$ cat src/rtl/sr_display_receiver_if.sv
// Bundle of the 74HC595-style display stream inputs and the decoded frame handshake
// seen by sr_display_receiver.
interface sr_display_if #(
  parameter int NUM_7_SEG_DISPLAYS = 5
);
  localparam int FRAME_BITS = NUM_7_SEG_DISPLAYS * 8;
  localparam int CODE_BITS  = NUM_7_SEG_DISPLAYS * 5;

  logic                  i_sr_data;
  logic                  i_sr_clk;
  logic                  i_sr_latch;
  logic                  i_sr_oe_n;
  logic [FRAME_BITS-1:0] o_frame;
  logic [CODE_BITS-1:0]  o_codes;
  logic [5:0]            o_bit_count;
  logic                  o_frame_error;
  logic                  o_frame_valid;
  logic                  i_frame_ready;
  logic                  o_frame_dropped;
  logic                  o_display_enabled;

  modport master (
    output i_sr_data, i_sr_clk, i_sr_latch, i_sr_oe_n, i_frame_ready,
    input  o_frame, o_codes, o_bit_count, o_frame_error, o_frame_valid,
           o_frame_dropped, o_display_enabled
  );

  modport slave (
    input  i_sr_data, i_sr_clk, i_sr_latch, i_sr_oe_n, i_frame_ready,
    output o_frame, o_codes, o_bit_count, o_frame_error, o_frame_valid,
           o_frame_dropped, o_display_enabled
  );
endinterface

$ cat src/rtl/sr_display_receiver.sv
// Deserializes the chained shift-register display stream, latches one frame per latch
// pulse, decodes each 7-segment byte to a symbol code and offers it on valid/ready.
module sr_display_receiver #(
  parameter int NUM_7_SEG_DISPLAYS = 5
) (
  input  logic          clk,
  input  logic          rst_n,
  sr_display_if.slave   bus
);
  localparam int FRAME_BITS = NUM_7_SEG_DISPLAYS * 8;
  localparam int CODE_BITS  = NUM_7_SEG_DISPLAYS * 5;

  // Segment bits {g,f,e,d,c,b,a}, active high; unknown patterns map to 31.
  function automatic logic [4:0] decode_seg(input logic [6:0] seg);
    logic [4:0] code;
    case (seg)
      7'h3F:   code = 5'd0;
      7'h06:   code = 5'd1;
      7'h5B:   code = 5'd2;
      7'h4F:   code = 5'd3;
      7'h66:   code = 5'd4;
      7'h6D:   code = 5'd5;
      7'h7D:   code = 5'd6;
      7'h07:   code = 5'd7;
      7'h7F:   code = 5'd8;
      7'h6F:   code = 5'd9;
      7'h77:   code = 5'd10;
      7'h7C:   code = 5'd11;
      7'h39:   code = 5'd12;
      7'h5E:   code = 5'd13;
      7'h79:   code = 5'd14;
      7'h71:   code = 5'd15;
      7'h40:   code = 5'd16;
      7'h00:   code = 5'd17;
      7'h50:   code = 5'd18;
      default: code = 5'd31;
    endcase
    return code;
  endfunction

  logic                  sr_clk_q_r;
  logic                  sr_latch_q_r;
  logic [FRAME_BITS-1:0] shift_r;
  logic [5:0]            bit_cnt_r;
  logic [FRAME_BITS-1:0] frame_r;
  logic [CODE_BITS-1:0]  codes_r;
  logic [5:0]            bit_count_r;
  logic                  valid_r;
  logic                  dropped_r;
  logic                  display_en_r;

  logic                  shift_rise_s;
  logic                  latch_rise_s;
  logic                  transfer_s;
  logic [FRAME_BITS-1:0] shift_next_s;
  logic [5:0]            cnt_next_s;
  logic [CODE_BITS-1:0]  codes_next_s;
  logic                  frame_error_s;

  assign shift_rise_s = bus.i_sr_clk & ~sr_clk_q_r;
  assign latch_rise_s = bus.i_sr_latch & ~sr_latch_q_r;
  assign transfer_s   = valid_r & bus.i_frame_ready;

  // Post-shift view, so a latch in the same cycle as a shift captures the new bit.
  always_comb begin
    shift_next_s = shift_r;
    cnt_next_s   = bit_cnt_r;
    if (shift_rise_s) begin
      shift_next_s = {shift_r[FRAME_BITS-2:0], bus.i_sr_data};
      if (bit_cnt_r != 6'd63) begin
        cnt_next_s = bit_cnt_r + 6'd1;
      end else begin
        cnt_next_s = bit_cnt_r;
      end
    end else begin
      shift_next_s = shift_r;
    end
    for (int k = 0; k < NUM_7_SEG_DISPLAYS; k++) begin
      codes_next_s[5*k +: 5] = decode_seg(shift_next_s[8*k +: 7]);
    end
  end

  // Error flag is derived from the already-registered count and codes.
  always_comb begin
    frame_error_s = (bit_count_r != 6'(FRAME_BITS));
    for (int k = 0; k < NUM_7_SEG_DISPLAYS; k++) begin
      if (codes_r[5*k +: 5] == 5'd31) begin
        frame_error_s = 1'b1;
      end else begin
        frame_error_s = frame_error_s;
      end
    end
  end

  // Edge history, shift/latch capture, handshake and display-enable registers.
  always_ff @(posedge clk) begin
    if (!rst_n) begin
      sr_clk_q_r   <= 1'b0;
      sr_latch_q_r <= 1'b0;
      shift_r      <= '0;
      bit_cnt_r    <= 6'd0;
      frame_r      <= '0;
      codes_r      <= '0;
      bit_count_r  <= 6'd0;
      valid_r      <= 1'b0;
      dropped_r    <= 1'b0;
      display_en_r <= 1'b0;
    end else begin
      sr_clk_q_r   <= bus.i_sr_clk;
      sr_latch_q_r <= bus.i_sr_latch;
      shift_r      <= shift_next_s;
      display_en_r <= ~bus.i_sr_oe_n;
      if (latch_rise_s) begin
        frame_r     <= shift_next_s;
        codes_r     <= codes_next_s;
        bit_count_r <= cnt_next_s;
        bit_cnt_r   <= 6'd0;
        valid_r     <= 1'b1;
        dropped_r   <= valid_r & ~bus.i_frame_ready;
      end else begin
        bit_cnt_r <= cnt_next_s;
        valid_r   <= valid_r & ~transfer_s;
        dropped_r <= 1'b0;
      end
    end
  end

  assign bus.o_frame           = frame_r;
  assign bus.o_codes           = codes_r;
  assign bus.o_bit_count       = bit_count_r;
  assign bus.o_frame_error     = frame_error_s;
  assign bus.o_frame_valid     = valid_r;
  assign bus.o_frame_dropped   = dropped_r;
  assign bus.o_display_enabled = display_en_r;

endmodule

$ cat src/flat_wrapper.sv
// flat-port wrapper written by rule: the top's interface ports become plain ports
module sr_display_receiver_flat 
#(
  parameter int NUM_7_SEG_DISPLAYS = 5
)
  (clk, rst_n, bus_i_sr_data, bus_i_sr_clk, bus_i_sr_latch, bus_i_sr_oe_n, bus_i_frame_ready, bus_o_frame, bus_o_codes, bus_o_bit_count, bus_o_frame_error, bus_o_frame_valid, bus_o_frame_dropped, bus_o_display_enabled);
  sr_display_if #(.NUM_7_SEG_DISPLAYS(NUM_7_SEG_DISPLAYS)) bus_i ();
  input  logic clk;
  input  logic rst_n;
  input wire logic [$bits(bus_i.i_sr_data)-1:0] bus_i_sr_data;
  input wire logic [$bits(bus_i.i_sr_clk)-1:0] bus_i_sr_clk;
  input wire logic [$bits(bus_i.i_sr_latch)-1:0] bus_i_sr_latch;
  input wire logic [$bits(bus_i.i_sr_oe_n)-1:0] bus_i_sr_oe_n;
  input wire logic [$bits(bus_i.i_frame_ready)-1:0] bus_i_frame_ready;
  output wire logic [$bits(bus_i.o_frame)-1:0] bus_o_frame;
  output wire logic [$bits(bus_i.o_codes)-1:0] bus_o_codes;
  output wire logic [$bits(bus_i.o_bit_count)-1:0] bus_o_bit_count;
  output wire logic [$bits(bus_i.o_frame_error)-1:0] bus_o_frame_error;
  output wire logic [$bits(bus_i.o_frame_valid)-1:0] bus_o_frame_valid;
  output wire logic [$bits(bus_i.o_frame_dropped)-1:0] bus_o_frame_dropped;
  output wire logic [$bits(bus_i.o_display_enabled)-1:0] bus_o_display_enabled;
  assign bus_i.i_sr_data = bus_i_sr_data;
  assign bus_i.i_sr_clk = bus_i_sr_clk;
  assign bus_i.i_sr_latch = bus_i_sr_latch;
  assign bus_i.i_sr_oe_n = bus_i_sr_oe_n;
  assign bus_i.i_frame_ready = bus_i_frame_ready;
  assign bus_o_frame = bus_i.o_frame;
  assign bus_o_codes = bus_i.o_codes;
  assign bus_o_bit_count = bus_i.o_bit_count;
  assign bus_o_frame_error = bus_i.o_frame_error;
  assign bus_o_frame_valid = bus_i.o_frame_valid;
  assign bus_o_frame_dropped = bus_i.o_frame_dropped;
  assign bus_o_display_enabled = bus_i.o_display_enabled;
  sr_display_receiver #(.NUM_7_SEG_DISPLAYS(NUM_7_SEG_DISPLAYS)) u_core (.clk(clk), .rst_n(rst_n), .bus(bus_i));
endmodule
$ cat config.mk
export PLATFORM = sky130hd
export DESIGN_NAME = sr_display_receiver_flat
export DESIGN_NICKNAME = d
export VERILOG_FILES = /design/src/rtl/sr_display_receiver_if.sv /design/src/rtl/sr_display_receiver.sv /design/src/flat_wrapper.sv
export SDC_FILE = /design/constraint.sdc
export NUM_CORES = 1
export LEC_CHECK = 0
export CELL_PAD_IN_SITES_DETAIL_PLACEMENT = 0
export CELL_PAD_IN_SITES_GLOBAL_PLACEMENT = 1
export CORE_MARGIN = 5
export CORE_UTILIZATION = 42
export CTS_CLUSTER_SIZE = 12
export DETAILED_ROUTE_END_ITERATION = 16
export PLACE_DENSITY_LB_ADDON = 0.1
export SLEW_MARGIN = 20
export SYNTH_ARGS = -nofsm -noshare
export SYNTH_HDL_FRONTEND = slang
export SYNTH_SLANG_ARGS = --single-unit
$ cat constraint.sdc
create_clock -name clk -period 2.3 [get_ports clk]
set_input_delay 0.46 -clock clk [delete_from_list [all_inputs] [get_ports clk]]
set_output_delay 0.46 -clock clk [all_outputs]
set_load 0.02 [all_outputs]
==> impl_results.md <==
* Syn Std Cell Area at 0.007237 sq mm
* DRC violations left at 0
* RePlAce Congestion at 0.9292
* Worst skew pair latency at 0.43 ns
* DR vias/cell at 5.722
* Most frequent cells in the layout: buf_4 (193), nor2_1 (141), dfxtp_1 (119), nand2_1 (89), clkdlybuf4s50_1 (79)
* Sw Pwr at 1.449 mW
* FF-to-FF Start: u_core.sr_clk_q_r
* Async S/R FF share, synth at 0%
* Outcome: finished clean
* Synth Net Count at 968
* Synthesized area per cell at 7.538 sq um
* Layout cells sized above 1 at 24.85%
* Syn Inst Count at 960
* Clock share of power at 48.1%
* Max-Slew Margin vs Limit at 66.23%
* Pwr Density at 543.6 mW/mm^2
* Initial Util at 42.28%
* Area Growth Syn to Fin at 45.44%
* Max cap viols at 0
* Startpoint types: flip-flop
* Critical Path RT at 2.60 ns
* Internal power at 4.273 mW
* RSZ-0062 raised after global routing: true
* Clock Pin Slew Worst Setup and Hold Paths at 0.06 ns
* CP endpoint kind: flip-flop
* Worst Path Arrival at 2.54 ns
* Final Instance Count excl. Fillers at 1428
* Die width at 141.3 um
* Port Buf Inserts at 81
* Worst-Margin Slew at 0.4938 ns
* Seq pwr share at 39.2%
* DRT antenna net count at 0
* Final hold vios at 0
* Tmin final at 2.237 ns
* Drt pass-1 iters at 5
* Antenna Diode Count at 0
* H-tree Lvls at 4
* Final setup fails at 0
* HPWL after detailed placement at 17600 um
* Fin. max-slew vios at 0
* Number of synthesized flops with an enable pin at 0
* Die Y at 141.3 um
* Clock buffer depth at 2
* GRT Util Overall at 24.70%
* Hold slack at 0.4662 ns
* Total wire length at 25250 um
* Largest fanout on the critical path at 12
* Util after Layout at 61.49%
* Lkg Pwr at 4.094 nW
* Count of state elements after synthesis at 122
* Vias in the first global route at 7664
* Cell Count Post-Placement at 1385
* Comb power frac at 12.7%
* Peak Freq at 447.1 MHz
* # IOs at 82
* Commonest non-fill, non-tap cell in the layout: buf_4
* WL per Instance at 17.68 um
* Ys flop type: dfxtp_1
* Worst Clk Skew at 0.01422 ns
* CORE AREA at 0.01712 sq mm
* Synth cell types at 78
* GRT Residual Overflow at 0
* Hold crit path type: flip-flop to flip-flop
* Worst-case vdd ir drop at 535.7 uV
* Net Sw Frac at 25.33%
* R2R Setup Slk at 0.06 ns
* CTS Sinks at 122
* # rows at 48
* Seq/Total Area, Yosys at 33.75%
* Largest net degree at the start of global routing at 87
* First-pass GRT wire length at 40050 um
* Via count at 8171
* Final #Nets at 1198
* Min-delay src: u_core.bus.o_frame[39]
* Final period util at 97.24%
* CTS buffer count at 17
* Root buffer cell: clkbuf_16
* Initial DRC count at 767
* Initial antenna violation count at 0
* Die area at 0.01996 sq mm
* CP Class: flip-flop to flip-flop
* Origin of the worst setup path: u_core.sr_clk_q_r
* Synth warnings at 0
* CTS tree: yes
-- registers in the layout, indices dropped and copies added, names as in the netlist --
signal / flops
u_core.shift_r: 40
u_core.bit_cnt_r: 6
u_core.bus.o_frame: 40
u_core.bus.o_frame_dropped: 1
u_core.sr_clk_q_r: 1
u_core.bus.o_frame_valid: 1
u_core.bus.o_bit_count: 6
u_core.bus.o_codes: 25
u_core.bus.o_display_enabled: 1
u_core.sr_latch_q_r: 1
-- worst max-delay path, stage by stage, from the launching register on --
cell	delay, ns
dfxtp_4	0.38
nand2b_4	0.20
buf_8	0.16
buf_6	0.16
nand2_1	0.13
a221o_1	0.36
o22ai_1	0.22
and4bb_2	0.28
a31oi_1	0.17
o21ai_1	0.07
-- stage by stage --
| step | worst slack [ns] | power (mW) | instance area [sq um] | TNS (ns) |
|---|---|---|---|---|
| global placement | -0.9048 | 2.970 | 9527 | -16.39 |
| floorplan | 0.1189 | 2.658 | 7237 | 0 |
| detailed placement | -0.6921 | 2.975 | 9527 | -15.80 |
| finish | 0.06342 | 5.722 | 10530 | 0 |
| CTS | -0.006160 | 5.748 | 10250 | -0.006160 |
| global route | -0.05888 | 5.931 | 10530 | -0.2238 |
-- what timing repair did --
| item | 4_1_cts | 5_1_grt |
|---|---|---|
| hold buffers | 0 | 0 |
| buffers inserted | 7 | 4 |
| hold endpoints to repair | 0 | 0 |
| gates cloned | 1 | 0 |
| pin swaps | 6 | 18 |
| resized for setup | 27 | 56 |
| endpoints found under the setup margin | 26 | 25 |
-- power by group through the flow --
stage	clock [mW]	combinational, mW	sequential (mW)
after floorplan	0	0.293	2.36
after global placement	0	0.684	2.29
after detailed placement	0	0.687	2.29
after CTS	2.79	0.710	2.24
after global routing	2.90	0.780	2.25
final	2.75	0.727	2.24
-- routing by layer --
layer / vias to the layer above / routed length (um) / track usage (%)
li1: 4002 / - / -
met1: 3824 / 12030 / 35.87
met2: 307 / 11250 / 37.72
met3: 38 / 1558 / 4.146
met4: 0 / 411 / 7.139
met5: - / 0 / 0
-- layout make-up --
cell class / count / area [sq um]
clock buffer: 24 / 471.7
multi-input combinational: 737 / 4648
sequential: 122 / 2449
clock inverter: 8 / 117.6
timing repair buffer: 288 / 2467
inverter: 24 / 90.09
tap: 225 / 281.5
fill: 1585 / 6591
-- path summary, 6_finish.rpt --
check | endpoint | depth (start not counted)
setup reg to reg | u_core.bus.o_codes[24] | 9
hold reg to reg | u_core.bus.o_frame[39] | 2
setup / recovery | u_core.bus.o_codes[24] | 9
hold / removal | u_core.bus.o_frame[39] | 2
-- synth_stat cells, types with 14 or more instances --
master	n	area, sq um
a21oi_1	74	370.4
clkbuf_1	54	202.7
nor2_1	141	529.3
inv_1	22	82.58
nor2b_1	16	100.1
a211oi_1	40	300.3
nand3_1	25	125.1
nand2_1	91	341.6
nor3_1	18	90.09
a31oi_1	32	200.2
and2_1	14	87.58
o21ai_0	49	245.2
mux2i_1	14	140.1
dfxtp_1	122	2442
-- logic make-up after synthesis --
group,Yosys count,share of synthesized area [%]
and+or+nand+nor,405,28.22
AOI/OAI and AO/OA,308,28.65
xor gates and xnor gates,5,0.6052
muxes,17,2.438
DFF,122,33.75
buffers and inverters,102,6.172
adders and majority gates,1,0.1729
No activity file was read; power rests on OpenSTA's default activity.
